## src/rtl/cache_defs.sv

```systemverilog
// Shared definitions for the write-through cache controller: state codes,
// default memory latency and the latency counter width.
package cache_defs;

  localparam int MEM_CYCLES_DEFAULT = 4;
  localparam int CNT_W              = 4;

  typedef enum logic [2:0] {
    ST_IDLE      = 3'd0,
    ST_READ_MISS = 3'd1,
    ST_REFILL    = 3'd2,
    ST_WRITE_MEM = 3'd3,
    ST_WRITE_ACK = 3'd4
  } state_t;

  // States that occupy main memory and advance the latency counter.
  function automatic logic is_mem_state(input state_t s);
    return (s == ST_READ_MISS) || (s == ST_WRITE_MEM);
  endfunction

endpackage

```

## src/rtl/mem_wait_counter.sv

```systemverilog
// Main-memory latency counter: counts enabled cycles from 0 and flags the
// last one. Saturates at the terminal value, so it never wraps.
module mem_wait_counter
  import cache_defs::*;
#(
  parameter int TC_VALUE = MEM_CYCLES_DEFAULT - 1
) (
  input  logic clk,
  input  logic rst_n,
  input  logic clr,
  input  logic en,
  output logic tc
);

  localparam logic [CNT_W-1:0] TC_CNT = CNT_W'(TC_VALUE);

  logic [CNT_W-1:0] r_count;

  always_ff @(posedge clk or negedge rst_n) begin
    if (!rst_n) begin
      r_count <= '0;
    end else if (clr) begin
      r_count <= '0;
    end else if (en && (r_count != TC_CNT)) begin
      r_count <= r_count + 1'b1;
    end
  end

  assign tc = (r_count == TC_CNT);

endmodule

```

## src/rtl/cache_controller_fsm.sv

```systemverilog
// Write-through, no-write-allocate cache controller. Read hits complete in
// IDLE with no stall; misses and writes wait MEM_CYCLES on main memory.
module cache_controller_fsm
  import cache_defs::*;
#(
  parameter int MEM_CYCLES = MEM_CYCLES_DEFAULT
) (
  input  logic       clk,
  input  logic       rst_n,
  input  logic       cpu_read,
  input  logic       cpu_write,
  input  logic       hit,
  output logic       stall,
  output logic       mem_read,
  output logic       mem_write,
  output logic       cache_read,
  output logic       cache_write,
  output logic       invalidate,
  output logic [2:0] state
);

  state_t r_state;
  state_t w_next;
  logic   w_cnt_en;
  logic   w_cnt_clr;
  logic   w_tc;

  // Clearing on the terminal count leaves the counter at 0 in REFILL/WRITE_ACK.
  mem_wait_counter #(
    .TC_VALUE (MEM_CYCLES - 1)
  ) u_wait (
    .clk   (clk),
    .rst_n (rst_n),
    .clr   (w_cnt_clr),
    .en    (w_cnt_en),
    .tc    (w_tc)
  );

  always_ff @(posedge clk or negedge rst_n) begin
    if (!rst_n) begin
      r_state <= ST_IDLE;
    end else begin
      r_state <= w_next;
    end
  end

  always_comb begin
    w_next      = r_state;
    stall       = 1'b0;
    mem_read    = 1'b0;
    mem_write   = 1'b0;
    cache_read  = 1'b0;
    cache_write = 1'b0;
    invalidate  = 1'b0;
    w_cnt_en    = is_mem_state(r_state);
    w_cnt_clr   = !is_mem_state(r_state);

    unique case (r_state)
      ST_IDLE: begin
        // A simultaneous read and write is served as a read only.
        if (cpu_read) begin
          if (hit) begin
            cache_read = 1'b1;
          end else begin
            stall  = 1'b1;
            w_next = ST_READ_MISS;
          end
        end else if (cpu_write) begin
          stall      = 1'b1;
          invalidate = hit;
          w_next     = ST_WRITE_MEM;
        end
      end
      ST_READ_MISS: begin
        mem_read = 1'b1;
        stall    = 1'b1;
        if (w_tc) begin
          w_cnt_clr = 1'b1;
          w_next    = ST_REFILL;
        end
      end
      ST_REFILL: begin
        cache_write = 1'b1;
        stall       = 1'b1;
        w_next      = ST_IDLE;
      end
      ST_WRITE_MEM: begin
        mem_write = 1'b1;
        stall     = 1'b1;
        if (w_tc) begin
          w_cnt_clr = 1'b1;
          w_next    = ST_WRITE_ACK;
        end
      end
      ST_WRITE_ACK: begin
        w_next = ST_IDLE;
      end
      default: begin
        w_next = ST_IDLE;
      end
    endcase
  end

  assign state = r_state;

endmodule

```

## config.mk

```make
export PLATFORM = sky130hd
export DESIGN_NAME = cache_controller_fsm
export DESIGN_NICKNAME = d
export VERILOG_FILES = /design/src/rtl/cache_defs.sv /design/src/rtl/mem_wait_counter.sv /design/src/rtl/cache_controller_fsm.sv
export SDC_FILE = /design/constraint.sdc
export NUM_CORES = 1
export LEC_CHECK = 0
export CAP_MARGIN = 20
export CORE_AREA = 2 2 39 41
export CTS_BUF_LIST = sky130_fd_sc_hd__clkbuf_4 sky130_fd_sc_hd__clkbuf_8
export CTS_CLUSTER_DIAMETER = 50
export DETAILED_ROUTE_END_ITERATION = 10
export DIE_AREA = 0 0 41 43
export GPL_TIMING_DRIVEN = 0
export SLEW_MARGIN = 20
export SYNTH_ARGS = -nofsm -noshare
export SYNTH_HDL_FRONTEND = slang
export SYNTH_HIERARCHICAL = 1
export SYNTH_SLANG_ARGS = --single-unit
```

## constraint.sdc

```tcl
create_clock -name clk -period 2.5 [get_ports clk]
set_input_delay 0.25 -clock clk [delete_from_list [all_inputs] [get_ports clk]]
set_output_delay 0.25 -clock clk [all_outputs]
set_load 0.02 [all_outputs]
```

==> metrics.txt, run 1 <==
maximum vdd drop 438 uV; Adder-Cell Fraction of Synth Area 2.79%; CP max stage delay 0.65 ns; vias in the first global route 344; fill count 137; initial antenna violation count 0; RSZ-0062 raised after global routing no; Hold Vio Cnt, Final 0; largest family of logic cells by synthesized area simple AND/OR/NAND/NOR gates; global-route usage over all layers 12.9%; Yosys top cell area share 39.1%; placed cell areas 598 um2; Rel. slew slack 76.5%; total congestion overflow 0; post-synthesis mux area share 5.59%; post-CTS setup buffer count 0; fraction of registers with async set/reset 100%; first-pass GRT wire length 1480 um; IO buf count 13; endpoints failing setup 0; Crit-path slowest cell clkdlybuf4s50_1; Pins Over Slew Limit 0; DRC Markers 0; Mapped Area 448 um2; Max Freq 0.474 GHz; clock buffer depth 2; post-DP HPWL 645 um; Clock power frac 16.2%; part of the Yosys area used for sequential elements 39.1%; share of cells above drive strength 1 16.7%; Layout Nets 67; Switching Share 39.2%; commonest cells in the netlist dfrtp_1 (7), nand2b_1 (4), nor2_1 (4); Clock Latency Late Sink 0.25 ns; CTS tree done; Hold Path Class in2async; Final Cell Area 628 um2; cts hold-fix bufs 0; CP cell instances clkdlybuf4s50_1 > nand2b_1 > nor4bb_1 > clkdlybuf4s50_1; Routed Antenna Nets 0; Post-Synth XOR/XNOR Area 1.96%; Num CTS Buffers 3; core area 1380 um2; Unique masters post-synth 25; post-synthesis compound-gate area fraction 9.78%; Worst setup EP type output port; Non-Filler Instances 76; simple logic cell fraction of the synthesized area 40.8%; top cell family by delay on the critical path buffers and inverters; Setup TNS Final 0 ns; drt total wl 922 um; RD Place Congestion 0.628; Worst setup startpoint cpu_read; Post-synth EDFFs 0; DR vias 377; Synth Flop Type dfrtp_1; PwrDens 1110 nW/um2; clk slew on worst S/H paths 0.05 ns; Final Core Density 45.4%; DP Cell Count 72; Initial Util 32.4%; Die Wd 41 um; status complete, no violations; Syn-to-layout area delta 40.2%; Critical Path RT 2.25 ns; Reg-to-Reg Start u_wait/r_count[0]; Clock Sinks 7; Final period util 84.4%; Initial DRC Count 1; H-tree level count 1; Static Leakage 0.271 nW; fin crit period 2.11 ns; P_sw 0.272 mW; Seq pwr share 27.6%; Yosys reg bits 7; largest net degree at the start of global routing 10; most frequent cell after synthesis dfrtp_1; Synth area leader dfrtp_1; DR vias/cell 4.96; Max Cap Viol 0; combinational share of power 56.2%; largest fanout on the critical path 6; WP data arrival 1.86 ns; diode count 0; row count 14; Ys Warns 6; Die Area 1760 um2; Internal 0.423 mW; measured slew at the worst slew-check pin 0.351 ns; cts repair resizes 0; Post-Syn Instances 43; synthesized area per cell 10.4 um2; Wirelength per Cell 12.1 um; overall die height 43 um; syn_nets 49; Setup Skew 0.00573 ns; Buf/Inv on CP 2; startpoint types input pin; Setup CP Type in2out; CP dominant cell by count clkdlybuf4s50_1; I/O pin count 14; synth top area cells dfrtp_1 (39%), nand2b_1 (5.6%), nor2b_2 (3.9%); CTS root buf clkbuf_4; drt first pass iters 2
worst reg2reg max path, cell delays in order, from the launching register on:
cell and delay [ns]:
dfrtp_1 0.41, ha_1 0.24, nor3b_2 0.20, or3b_1 0.48, nand2b_1 0.21, mux2i_1 0.12
cell usage in the layout, fill, tap and decap left out, drive strengths merged:
cell type      count
clkbuf             4
clkdlybuf4s50     13
a21oi              2
nand2b             4
or2b               1
xor2               1
mux2               1
or3                1
nor2b              4
and3               1
nor2               4
and2               2
nand2              2
and4b              1
ha                 1
nor4bb             1
dfrtp              7
o31ai              1
mux2i              1
a31oi              1
nand4              1
nor3b              2
a221oi             1
nand4b             1
or3b               2
path summary, 6_finish.rpt:
check,depth (start not counted),slack (ns),endpoint
min in group clk,2,0.59,u_wait/r_count[2]
hold / removal,1,0.26,u_wait/r_count[2]
setup / recovery,4,0.39,invalidate
hold reg to reg,2,0.59,u_wait/r_count[2]
max in group asynchronous,1,1.99,state[1]
setup reg to reg,5,0.76,u_wait/r_count[1]
layout make-up:
cell class | count | area, um2 | area share [%]
Multi-Input combinational cell | 36 | 273 | 43.4
Sequential cell | 7 | 175 | 27.9
Timing Repair Buffer | 13 | 130 | 20.7
Clock buffer | 4 | 30.0 | 4.78
Tap cell | 16 | 20.0 | 3.19
logic make-up (layout without fill, tap and decap cells):
family | after synthesis | count (layout)
multiplexers | 2 | 2
AND/OR/NAND/NOR | 27 | 27
AO/OA/AOI/OAI | 5 | 5
flip-flops | 7 | 7
adder cells (fa/ha/maj) | 1 | 1
buffers and inverters | 0 | 17
XOR/XNOR | 1 | 1
per-layer routing:
metal,global-route usage [%],up-vias,part of all wire [%]
li1,-,191,-
met3,3.14,0,4.1
met1,16.5,175,47
met2,17.5,11,49
met4,10.0,0,0
met5,0,-,0
per-stage QoR:
| stage | total power, mW | hold slack (ns) | setup slack, ns |
|---|---|---|---|
| after floorplan | 0.439 | -0.0456 | 0.902 |
| after global placement | 0.578 | 0.540 | 0.404 |
| after detailed placement | 0.583 | 0.524 | 0.424 |
| after CTS | 0.704 | 0.255 | 0.395 |
| after global routing | 0.750 | 0.273 | 0.296 |
| final | 0.696 | 0.259 | 0.390 |
power by group through the flow:
stage,clock [mW],combinational [mW],sequential [mW]
after floorplan,0,0.236,0.203
after global placement,0,0.385,0.193
after detailed placement,0,0.390,0.193
after CTS,0.116,0.395,0.193
after global routing,0.127,0.421,0.202
final,0.113,0.391,0.192
state kept, by name, indices dropped and copies added (netlist names):
register	count
u_wait/r_count	4
state	3
No activity file was read; power rests on OpenSTA's default activity.
==> run 2: changes to the inputs <==
==> constraint.sdc (replaced) <==
create_clock -name clk -period 1.8 [get_ports clk]
set_input_delay 0.18 -clock clk [delete_from_list [all_inputs] [get_ports clk]]
set_output_delay 0.18 -clock clk [all_outputs]
set_load 0.02 [all_outputs]
==> run 2 against run 1 <==
  * Sequential power grew 43%
  * Via count increased by 1.6%
  * Worst hold slack got worse by 0.072 ns
  * Total power rose by 38%
  * Global-route usage rose by 0.10 points
  * Register-to-register slack got worse by 0.69 ns
  * Clock power up 39%
  * Clock skew about the same
  * Sequential share of layout area rose by 0.21 points
  * Largest cell class unchanged
  * Largest power group unchanged
==> metrics.txt, run 2 (same netlist as run 1, synthesis figures left out) <==
RSZ-0062 raised after global routing no (unchanged); Max Freq 0.578 GHz; DR vias/cell 5.04 (was 4.96); Initial Util 32.4% (unchanged); Num CTS Buffers 3 (unchanged); Final Core Density 46.0% (was 45.4%); clk slew on worst S/H paths 0.06 ns (was 0.05 ns); CP cell instances ha_1 > nor3b_4 > or3b_1 > nand2b_1 > mux2i_1 (was clkdlybuf4s50_1 > nand2b_1 > nor4bb_1 > clkdlybuf4s50_1); diode count 0 (unchanged); leading cell type in the layout, fill and taps excluded clkdlybuf4s50_1 (unchanged); clock buffer depth 2 (unchanged); Setup CP Type reg2reg (was in2out); RD Place Congestion 0.628 (unchanged); total congestion overflow 0 (unchanged); Clock Latency Late Sink 0.25 ns (about the same); Critical Path RT 1.98 ns (was 2.25 ns); Final period util 96.2%; CP max stage delay 0.48 ns (was 0.65 ns); global-route usage over all layers 13.0% (was 12.9%); post-CTS setup buffer count 0 (unchanged); Setup Skew 0.00609 ns (was 0.00573 ns); most frequent cells in the layout clkdlybuf4s50_1 (8), dlygate4sd2_1 (5) (was clkdlybuf4s50_1 (13), dfrtp_1 (7), nand2b_1 (4), nor2_1 (4), clkbuf_4 (4)); fin crit period 1.73 ns; largest net degree at the start of global routing 10 (unchanged); cts hold-fix bufs 0 (unchanged); Worst setup EP type flip-flop (was output port); share of cells above drive strength 1 21.7% (was 16.7%); status complete, no violations (unchanged); I/O pin count 14 (unchanged); CTS tree done (unchanged); DRC Markers 0 (unchanged); largest register by flop count u_wait/r_count (unchanged); DP Cell Count 72 (unchanged); DR vias 383 (was 377); Die Area 1760 um2 (unchanged); vias in the first global route 344 (unchanged); drt first pass iters 2 (unchanged); Max Cap Viol 0 (unchanged); largest fanout on the critical path 7 (was 6); Non-Filler Instances 76 (unchanged); core area 1380 um2 (unchanged); IO buf count 13 (unchanged); Initial DRC Count 2 (was 1); startpoint types flip-flop (was input pin); Die Wd 41 um (unchanged); Largest register FFs 4 (unchanged); Clock Sinks 7 (unchanged); Tot Pwr 0.958 mW (was 0.696 mW); drt total wl 944 um (was 922 um); Setup TNS Final 0 ns (unchanged); Syn-to-layout area delta 42.2% (was 40.2%); overall die height 43 um (unchanged); Wirelength per Cell 12.4 um (was 12.1 um); row count 14 (unchanged); CTS root buf clkbuf_4 (unchanged); initial antenna violation count 0 (unchanged); Rel. slew slack 78.6% (was 76.5%); Crit-path slowest cell or3b_1 (was clkdlybuf4s50_1); Layout Nets 67 (unchanged); endpoints failing setup 0 (unchanged); Pins Over Slew Limit 0 (unchanged); first-pass GRT wire length 1500 um (was 1480 um); WP data arrival 1.91 ns (was 1.86 ns); Static Leakage 0.284 nW (was 0.271 nW); measured slew at the worst slew-check pin 0.320 ns (was 0.351 ns); H-tree level count 1 (unchanged); Routed Antenna Nets 0 (unchanged); maximum vdd drop 571 uV (was 438 uV); Hold Path Class in2async (unchanged); post-DP HPWL 645 um (unchanged); PwrDens 1500 nW/um2 (was 1110 nW/um2); top cell family by delay on the critical path simple AND/OR/NAND/NOR gates (was buffers and inverters); Buf/Inv on CP 0 (was 2); Hold Vio Cnt, Final 0 (unchanged)
[run 2: per-layer routing]
layer | wire length [um] | global-route usage (%) | up-vias
li1 | - | - | 190
met1 | 416 | 16.5 | 182
met2 | 481 | 17.8 | 11
met3 | 45 | 3.14 | 0
met4 | 0 | 10.0 | 0
met5 | 0 | 0 | -
[run 2: path summary, 6_finish.rpt]
check | startpoint | end | slack, ns | depth (start not counted)
min in group clk | state[1] | state[1] | 0.55 | 1
worst min-delay path | rst_n | u_wait/r_count[2] | 0.19 | 1
worst max register to register | u_wait/r_count[0] | u_wait/r_count[1] | 0.07 | 5
max in group asynchronous | rst_n | state[1] | 1.35 | 1
worst min register to register | state[1] | state[1] | 0.55 | 1
worst max-delay path | u_wait/r_count[0] | u_wait/r_count[1] | 0.07 | 5
[run 2: what timing repair did]
item | in CTS | in global routing
resized for setup | 8 | 2
pin swaps | 0 | 0
endpoints found under the hold margin | 0 | 0
endpoints found under the setup margin | 5 | 2
[run 2: where the power goes]
part / internal [mW] / switching (mW)
logic: 0.272 / 0.254
registers: 0.206 / 0.0683
clock network: 0.0996 / 0.0576
total: 0.578 / 0.380
[run 2: cell type report]
| type | count | area (um2) |
|---|---|---|
| fill | 136 | 747 |
| multi-input combinational | 36 | 284 |
| clock buffer | 4 | 30.0 |
| timing repair buffer | 13 | 124 |
| tap | 16 | 20.0 |
| sequential | 7 | 179 |
[run 2: metrics by stage]
stage          hold slack [ns]  area [um2]  worst slack [ns]
6_report                 0.187         637            0.0687
5_1_grt                  0.203         637            0.0222
4_1_cts                  0.185         629            0.0564
3_5_place_dp             0.454         598            -0.136
3_3_place_gp             0.470         598            -0.156
2_1_floorplan           -0.116         448             0.245
[run 2: worst register-to-register path, stage by stage, from the launching register on]
cell      delay, ns
dfrtp_1        0.42
ha_1           0.25
nor3b_4        0.18
or3b_1         0.48
nand2b_1       0.21
mux2i_1        0.12
